## config.mk

```make
export PLATFORM = sky130hd
export DESIGN_NAME = ws2812_frame_ram
export DESIGN_NICKNAME = d
export VERILOG_FILES = /design/src/rtl/ws2812_pkg.sv /design/src/rtl/ws2812_bram.sv /design/src/rtl/ws2812_frame_ram.sv
export SDC_FILE = /design/constraint.sdc
export NUM_CORES = 2
export LEC_CHECK = 0
export CORE_UTILIZATION = 60
export CTS_BUF_LIST = sky130_fd_sc_hd__clkbuf_8
export CTS_CLUSTER_DIAMETER = 200
export DETAILED_ROUTE_END_ITERATION = 10
export PLACE_DENSITY = 0.76
export SETUP_SLACK_MARGIN = 0.02
export SLEW_MARGIN = 10
export SYNTH_ARGS = -nofsm -noshare
export SYNTH_HDL_FRONTEND = slang
export SYNTH_SLANG_ARGS = --single-unit
```

## constraint.sdc

```tcl
create_clock -name clk -period 7.4 [get_ports clk]
set_clock_uncertainty 0.2 [all_clocks]
set_input_delay 1.48 -clock clk [delete_from_list [all_inputs] [get_ports clk]]
set_output_delay 1.48 -clock clk [all_outputs]
set_load 0.02 [all_outputs]
```

## src/rtl/ws2812_pkg.sv

```systemverilog
// Shared types and sizing helpers for the WS2812 frame buffer.
package ws2812_pkg;

    typedef enum logic [1:0] {
        ST_IDLE   = 2'd0,
        ST_CLEAR  = 2'd1,
        ST_STREAM = 2'd2
    } state_e;

    localparam int DEF_LED_COUNT = 64;
    localparam int DEF_CHANNELS  = 3;
    localparam int DEF_DATA_W    = 8;

    function automatic int calc_depth(input int led_count, input int channels);
        return led_count * channels;
    endfunction

    function automatic int calc_addr_w(input int depth);
        int w;
        w = $clog2(depth);
        return (w < 1) ? 1 : w;
    endfunction

endpackage

```

## src/rtl/ws2812_bram.sv

```systemverilog
// Frame storage: one write port, two synchronous read ports (host, stream),
// 1-cycle read latency. Out-of-range reads return 0, out-of-range writes drop.
module ws2812_bram #(
    parameter int DEPTH  = 192,
    parameter int ADDR_W = 8,
    parameter int DATA_W = 8
) (
    input  logic              clk,
    input  logic              rst_n,
    input  logic              we,
    input  logic [ADDR_W-1:0] waddr,
    input  logic [DATA_W-1:0] wdata,
    input  logic [ADDR_W-1:0] raddr_a,
    output logic [DATA_W-1:0] rdata_a,
    input  logic [ADDR_W-1:0] raddr_b,
    output logic [DATA_W-1:0] rdata_b
);

    localparam logic [ADDR_W:0] DEPTH_W = (ADDR_W + 1)'(DEPTH);

    logic [DATA_W-1:0] mem [DEPTH];
    logic [DATA_W-1:0] rdata_a_d, rdata_a_q;
    logic [DATA_W-1:0] rdata_b_d, rdata_b_q;

    // NOTE: the array carries no reset so it maps onto block RAM; only the read registers reset.
    always_ff @(posedge clk) begin
        if (we && ({1'b0, waddr} < DEPTH_W)) begin
            mem[waddr] <= wdata;
        end
    end

    always_comb begin
        rdata_a_d = '0;
        rdata_b_d = '0;
        if ({1'b0, raddr_a} < DEPTH_W) rdata_a_d = mem[raddr_a];
        if ({1'b0, raddr_b} < DEPTH_W) rdata_b_d = mem[raddr_b];
    end

    always_ff @(posedge clk or negedge rst_n) begin
        if (!rst_n) begin
            rdata_a_q <= '0;
            rdata_b_q <= '0;
        end else begin
            rdata_a_q <= rdata_a_d;
            rdata_b_q <= rdata_b_d;
        end
    end

    assign rdata_a = rdata_a_q;
    assign rdata_b = rdata_b_q;

endmodule

```

## src/rtl/ws2812_frame_ram.sv

```systemverilog
// WS2812 pixel frame buffer: host byte access, bulk clear, streaming to a serializer.
// Define WS2812_FRAME_RAM_DOUBLE_BUF_EN for front/back banks swapped at end of stream.
module ws2812_frame_ram
    import ws2812_pkg::*;
#(
    parameter int  LED_COUNT = DEF_LED_COUNT,
    parameter int  CHANNELS  = DEF_CHANNELS,
    parameter int  DATA_W    = DEF_DATA_W,
    localparam int DEPTH     = calc_depth(LED_COUNT, CHANNELS),
    localparam int ADDR_W    = calc_addr_w(DEPTH)
) (
    input  logic              clk,
    input  logic              rst_n,
    input  logic [ADDR_W-1:0] addr,
    input  logic [DATA_W-1:0] write_data,
    input  logic              we,
    output logic [DATA_W-1:0] read_data,
    input  logic              clear,
    input  logic              start,
    output logic              busy,
    output logic              s_valid,
    output logic [DATA_W-1:0] s_data,
    output logic              s_last,
    input  logic              s_ready
);

    localparam logic [ADDR_W:0]   DEPTH_W = (ADDR_W + 1)'(DEPTH);
    localparam logic [ADDR_W-1:0] LAST    = ADDR_W'(DEPTH - 1);
`ifdef WS2812_FRAME_RAM_DOUBLE_BUF_EN
    localparam bit DBUF = 1'b1;
`else
    localparam bit DBUF = 1'b0;
`endif

    state_e            state_q, state_d;
    logic [ADDR_W-1:0] cnt_q, cnt_d;
    logic              s_valid_q, s_valid_d;
    logic              s_last_q, s_last_d;
    logic              busy_q, busy_d;
    logic              rd_oor_q, rd_oor_d;

    logic              addr_ok, advance, we_ok;
    logic              ram_we;
    logic [ADDR_W-1:0] ram_waddr, stream_raddr;
    logic [DATA_W-1:0] ram_wdata, host_rdata, stream_rdata;

    assign addr_ok = {1'b0, addr} < DEPTH_W;
    assign advance = s_valid_q && s_ready;
    assign we_ok   = we && addr_ok &&
                     (state_q == ST_IDLE || (DBUF && state_q == ST_STREAM));

    // Clear owns the write port outright; host writes only get it otherwise.
    always_comb begin
        ram_we    = we_ok;
        ram_waddr = addr;
        ram_wdata = write_data;
        if (state_q == ST_CLEAR) begin
            ram_we    = 1'b1;
            ram_waddr = cnt_q;
            ram_wdata = '0;
        end
    end

    // Re-read the presented byte while stalled so s_data holds; prefetch on accept.
    always_comb begin
        stream_raddr = '0;
        if (state_q == ST_STREAM) begin
            stream_raddr = (advance && cnt_q != LAST) ? cnt_q + ADDR_W'(1) : cnt_q;
        end
    end

    // NOTE: every next-state signal gets its default first, so no path can infer a latch.
    always_comb begin
        state_d   = state_q;
        cnt_d     = cnt_q;
        s_valid_d = s_valid_q;
        s_last_d  = s_last_q;
        busy_d    = busy_q;
        rd_oor_d  = !addr_ok;
        case (state_q)
            ST_IDLE: begin
                if (clear) begin
                    state_d = ST_CLEAR;
                    cnt_d   = '0;
                    busy_d  = 1'b1;
                end else if (start) begin
                    state_d   = ST_STREAM;
                    cnt_d     = '0;
                    busy_d    = 1'b1;
                    s_valid_d = 1'b1;
                    s_last_d  = (LAST == '0);
                end
            end
            ST_CLEAR: begin
                if (cnt_q == LAST) begin
                    state_d = ST_IDLE;
                    cnt_d   = '0;
                    busy_d  = 1'b0;
                end else begin
                    cnt_d = cnt_q + ADDR_W'(1);
                end
            end
            ST_STREAM: begin
                if (advance) begin
                    if (cnt_q == LAST) begin
                        state_d   = ST_IDLE;
                        cnt_d     = '0;
                        busy_d    = 1'b0;
                        s_valid_d = 1'b0;
                        s_last_d  = 1'b0;
                    end else begin
                        cnt_d    = cnt_q + ADDR_W'(1);
                        s_last_d = ((cnt_q + ADDR_W'(1)) == LAST);
                    end
                end
            end
            default: begin
                state_d   = ST_IDLE;
                cnt_d     = '0;
                busy_d    = 1'b0;
                s_valid_d = 1'b0;
                s_last_d  = 1'b0;
            end
        endcase
    end

    always_ff @(posedge clk or negedge rst_n) begin
        if (!rst_n) begin
            state_q   <= ST_IDLE;
            cnt_q     <= '0;
            s_valid_q <= 1'b0;
            s_last_q  <= 1'b0;
            busy_q    <= 1'b0;
            rd_oor_q  <= 1'b0;
        end else begin
            state_q   <= state_d;
            cnt_q     <= cnt_d;
            s_valid_q <= s_valid_d;
            s_last_q  <= s_last_d;
            busy_q    <= busy_d;
            rd_oor_q  <= rd_oor_d;
        end
    end

`ifdef WS2812_FRAME_RAM_DOUBLE_BUF_EN
    // bank_q names the front (streamed) bank; the host and clear see the other one.
    logic              bank_q, bank_d, rd_bank_q, rd_bank_d;
    logic [DATA_W-1:0] host_rdata_0, host_rdata_1, stream_rdata_0, stream_rdata_1;

    always_comb begin
        bank_d    = bank_q;
        rd_bank_d = ~bank_q;
        if (state_q == ST_STREAM && advance && cnt_q == LAST) bank_d = ~bank_q;
    end

    always_ff @(posedge clk or negedge rst_n) begin
        if (!rst_n) begin
            bank_q    <= 1'b0;
            rd_bank_q <= 1'b1;
        end else begin
            bank_q    <= bank_d;
            rd_bank_q <= rd_bank_d;
        end
    end

    ws2812_bram #(.DEPTH(DEPTH), .ADDR_W(ADDR_W), .DATA_W(DATA_W)) u_bram_0 (
        .clk     (clk),
        .rst_n   (rst_n),
        .we      (ram_we && bank_q),
        .waddr   (ram_waddr),
        .wdata   (ram_wdata),
        .raddr_a (addr),
        .rdata_a (host_rdata_0),
        .raddr_b (stream_raddr),
        .rdata_b (stream_rdata_0)
    );

    ws2812_bram #(.DEPTH(DEPTH), .ADDR_W(ADDR_W), .DATA_W(DATA_W)) u_bram_1 (
        .clk     (clk),
        .rst_n   (rst_n),
        .we      (ram_we && !bank_q),
        .waddr   (ram_waddr),
        .wdata   (ram_wdata),
        .raddr_a (addr),
        .rdata_a (host_rdata_1),
        .raddr_b (stream_raddr),
        .rdata_b (stream_rdata_1)
    );

    assign host_rdata   = rd_bank_q ? host_rdata_1 : host_rdata_0;
    assign stream_rdata = bank_q ? stream_rdata_1 : stream_rdata_0;
`else
    ws2812_bram #(.DEPTH(DEPTH), .ADDR_W(ADDR_W), .DATA_W(DATA_W)) u_bram (
        .clk     (clk),
        .rst_n   (rst_n),
        .we      (ram_we),
        .waddr   (ram_waddr),
        .wdata   (ram_wdata),
        .raddr_a (addr),
        .rdata_a (host_rdata),
        .raddr_b (stream_raddr),
        .rdata_b (stream_rdata)
    );
`endif

    assign read_data = rd_oor_q ? '0 : host_rdata;
    assign busy      = busy_q;
    assign s_valid   = s_valid_q;
    assign s_last    = s_last_q;
    assign s_data    = stream_rdata;

endmodule
```

==> results by group <==
Logic synthesis
  – Synth Area in Adders: 0.000838
  – Synth unique cells: 77
  – Post-Syn Nets: 5001
  – Primary FF master, synth: edfxtp_1
  – Post-synth EDFFs: 1536
  – Post-synthesis compound-gate area fraction: 0.0525
  – Most area-consuming cells after synthesis: edfxtp_1, mux4_2, nand2_1
  – Post-synth top area share: 0.618
  – Synth Cell Area: 74600 sq um
  – #FFs+latches synth: 1566
  – Top cell type by total area after synthesis: edfxtp_1
  – Multiplexer area fraction after synthesis: 0.198
  – Syn Inst Count: 4974
  – Async set or reset register ratio after synthesis: 0.0192
  – Simple-gate portion of the synthesized area: 0.0966
  – Average size of a mapped cell: 15.0 sq um
  – Synth Area in XOR/XNOR: 0.000469
  – Seq/Total Area, Yosys: 0.628
  – Largest family of logic cells by synthesized area: multiplexers
  – Yosys Warn Count: 0

Clock tree
  – PostCTS Resize Cnt: 0
  – Post-CTS setup buffers: 0
  – Clock tree sinks: 1566
  – Longest Clk Path Bufs: 4
  – CTS tree: built
  – Root Buffer: clkbuf_8
  – CTS buffer count: 275
  – CTS clock-pin slew for the worst setup and hold paths: 0.06 ns
  – Hold_buf cts: 0
  – Clk_lat worst skew: 0.99 ns
  – H-tree depth: 5

Worst setup path
  – Register-to-Register Path Depth: 11
  – Worst Setup SP: cnt_q[0]
  – Worst-path maximum fanout: 44
  – Reg-to-reg endpoint: u_bram.rdata_b[2]
  – FF-to-FF Start: cnt_q[0]
  – Setup crit end kind: flip-flop
  – CP Class: flip-flop to flip-flop
  – Setup crit start kind: flip-flop
  – Arr. time, crit path: 6.92 ns
  – Worst R2R Setup Slack: 1.17 ns
  – CP required: 8.09 ns

Die
  – Core area: 123000 sq um
  – Die width: 355 um
  – Die ar.: 126000 sq um
  – Row cnt: 129
  – # IOs: 41
  – Die height: 355 um
  – Starting density of the core: 0.604

Finish
  – Layout area overhead: 9.57%
  – Fin nets: 5082
  – Share of post-route cells with drive strength above 1: 0.213

Drt
  – Avg WL per Cell: 34.1 um
  – Drt via density: 7.43
  – Initial DRC count: 9619
  – Total vias in the final route: 51246
  – Final wirelength: 235000 um
  – Initial DRT Pass Iterations: 7
  – Post-route ant nets: 0
  – Drt drc: 0

Run status
  – Run status: finished with violations
  – Failing checks: max-capacitance violations

Pwr
  – Leakage: 26.3 nW
  – Internal power: 15.2 mW
  – Comb power frac: 0.197
  – Power share of the clock group: 0.326
  – Sequential Power Share: 0.477
  – Switch share: 0.305
  – Pwr dens: 268 nW/um^2
  – VDD IR-drop max: 0.745 mV
  – Total power: 21.9 mW
  – P_sw: 6.67 mW

Place
  – GP Congestion: 1.02
  – Port Buffers: 40
  – Post-DP HPWL: 145000 um

Global routing
  – Vias in the first global route: 48633
  – Grt ovf: 0
  – First-pass GRT wire length: 338000 um
  – Initial antenna violation count: 21
  – Largest net degree at the start of global routing: 193
  – Tot GR Track Use: 0.375

STA
  – Min cycle time layout: 6.23 ns
  – Slew headroom: 0.0163
  – Final period util: 0.841
  – Final setup fails: 0
  – Unrepaired setup endpoints after global routing: false
  – Fin. max-slew vios: 0
  – Measured slew at the worst slew-check pin: 1.46 ns
  – TNS Setup: 0 ns
  – Final Hold Viols: 0
  – Hold_ws: 0.330 ns
  – Fmax: 161 MHz

Run
  – Number of max-cap violations: 1

Hold path
  – Hold Startpoint: state_q[0]
  – Hold path cells: 2
  – Hold endpoint: state_q[0]
  – Hold Crit Class: flip-flop to flip-flop
## power groups by stage
stage	clock network (mW)	registers, mW	logic, mW
after CTS	7.17	10.4	4.15
after floorplan	0	10.6	2.62
after detailed placement	0	10.6	4.14
after global placement	0	10.6	4.07
after global routing	7.52	10.4	4.45
final	7.15	10.4	4.31
## synth_stat cells, types with 26 or more instances
master    number
a31oi_1       79
buf_1         47
mux4_2       594
mux2i_1      134
nand4_1       53
dfrtp_1       30
buf_2        150
nand2_1      956
edfxtp_1    1536
nor2_1       217
clkbuf_1     168
a32oi_1       43
a22oi_1       42
o21ai_0       50
a221oi_1      26
nand3_1      367
a21oi_1      182
## layer usage
metal	GRT usage	share of wire
met5	0	0.00069
met2	0.534	0.44
met3	0.139	0.16
met1	0.505	0.34
met4	0.207	0.061
## cell families after synthesis
kind of cell / Yosys count
AOI/OAI and AO/OA: 583
xor gates and xnor gates: 4
adders and majority gates: 5
buffers and inverters: 397
DFF: 1566
muxes: 731
and+or+nand+nor: 1688
## critical path: stages, from the launching register on
cell and delay [ns]:
dfrtp_1 0.63, ha_1 0.45, nand3_1 0.37, o21ai_1 0.78
nand3_4 0.82, buf_12 0.48, buf_4 0.25, nand3_1 0.10
a21oi_1 0.10, nor4_1 1.21, a32oi_1 0.47, nand3_1 0.20
## stage by stage
step | utilization | cell area (sq um) | std cells | setup WS [ns]
2_1_floorplan | - | 74700 | 4974 | 2.25
3_3_place_gp | 0.623 | 76900 | 6412 | 0.720
3_5_place_dp | 0.624 | 77000 | 6415 | 0.897
4_1_cts | 0.662 | 81700 | 6885 | 1.71
5_1_grt | 0.662 | 81700 | 6887 | 1.30
6_report | 0.662 | 81800 | 6899 | 1.17
## layout make-up
type	count	area [sq um]
clock inverters	181	776
flip-flops and latches	1566	46900
inverters	12	45.0
fillers	8300	41700
well taps	1637	2050
multi-input cells	3011	26200
repair buffers	189	1860
clock buffers	289	3980
diodes	14	35.0
## flip-flops by register name, summed over array words and instances (netlist names)
signal and count:
s_valid 1, s_last 1, state_q 2, cnt_q 8
rd_oor_q 1, u_bram.mem 1536, busy 1, u_bram.rdata_b 8
u_bram.rdata_a 8
## worst max-delay path by stage
stage	endpoint	slack, ns
after global placement	u_bram.rdata_b[4]	0.72
after global routing	u_bram.rdata_b[3]	1.30
after floorplan	u_bram.mem[0][0]	2.25
after detailed placement	u_bram.rdata_b[3]	0.90
final	u_bram.rdata_b[2]	1.17
after CTS	u_bram.rdata_b[3]	1.71
## placed cells by master, fill, tap and decap left out, drive strengths merged, types with 30 or more instances in the layout
cell / count
a22oi: 42
nor2: 218
nand3: 368
a21oi: 185
dfrtp: 30
mux2i: 134
mux4: 594
o21ai: 58
clkbuf: 289
buf: 153
edfxtp: 1536
a31oi: 79
clkdlybuf4s50: 34
nand2: 956
clkinv: 86
a32oi: 43
inv: 97
nand4: 53
Power figures use the tool's default switching activity.
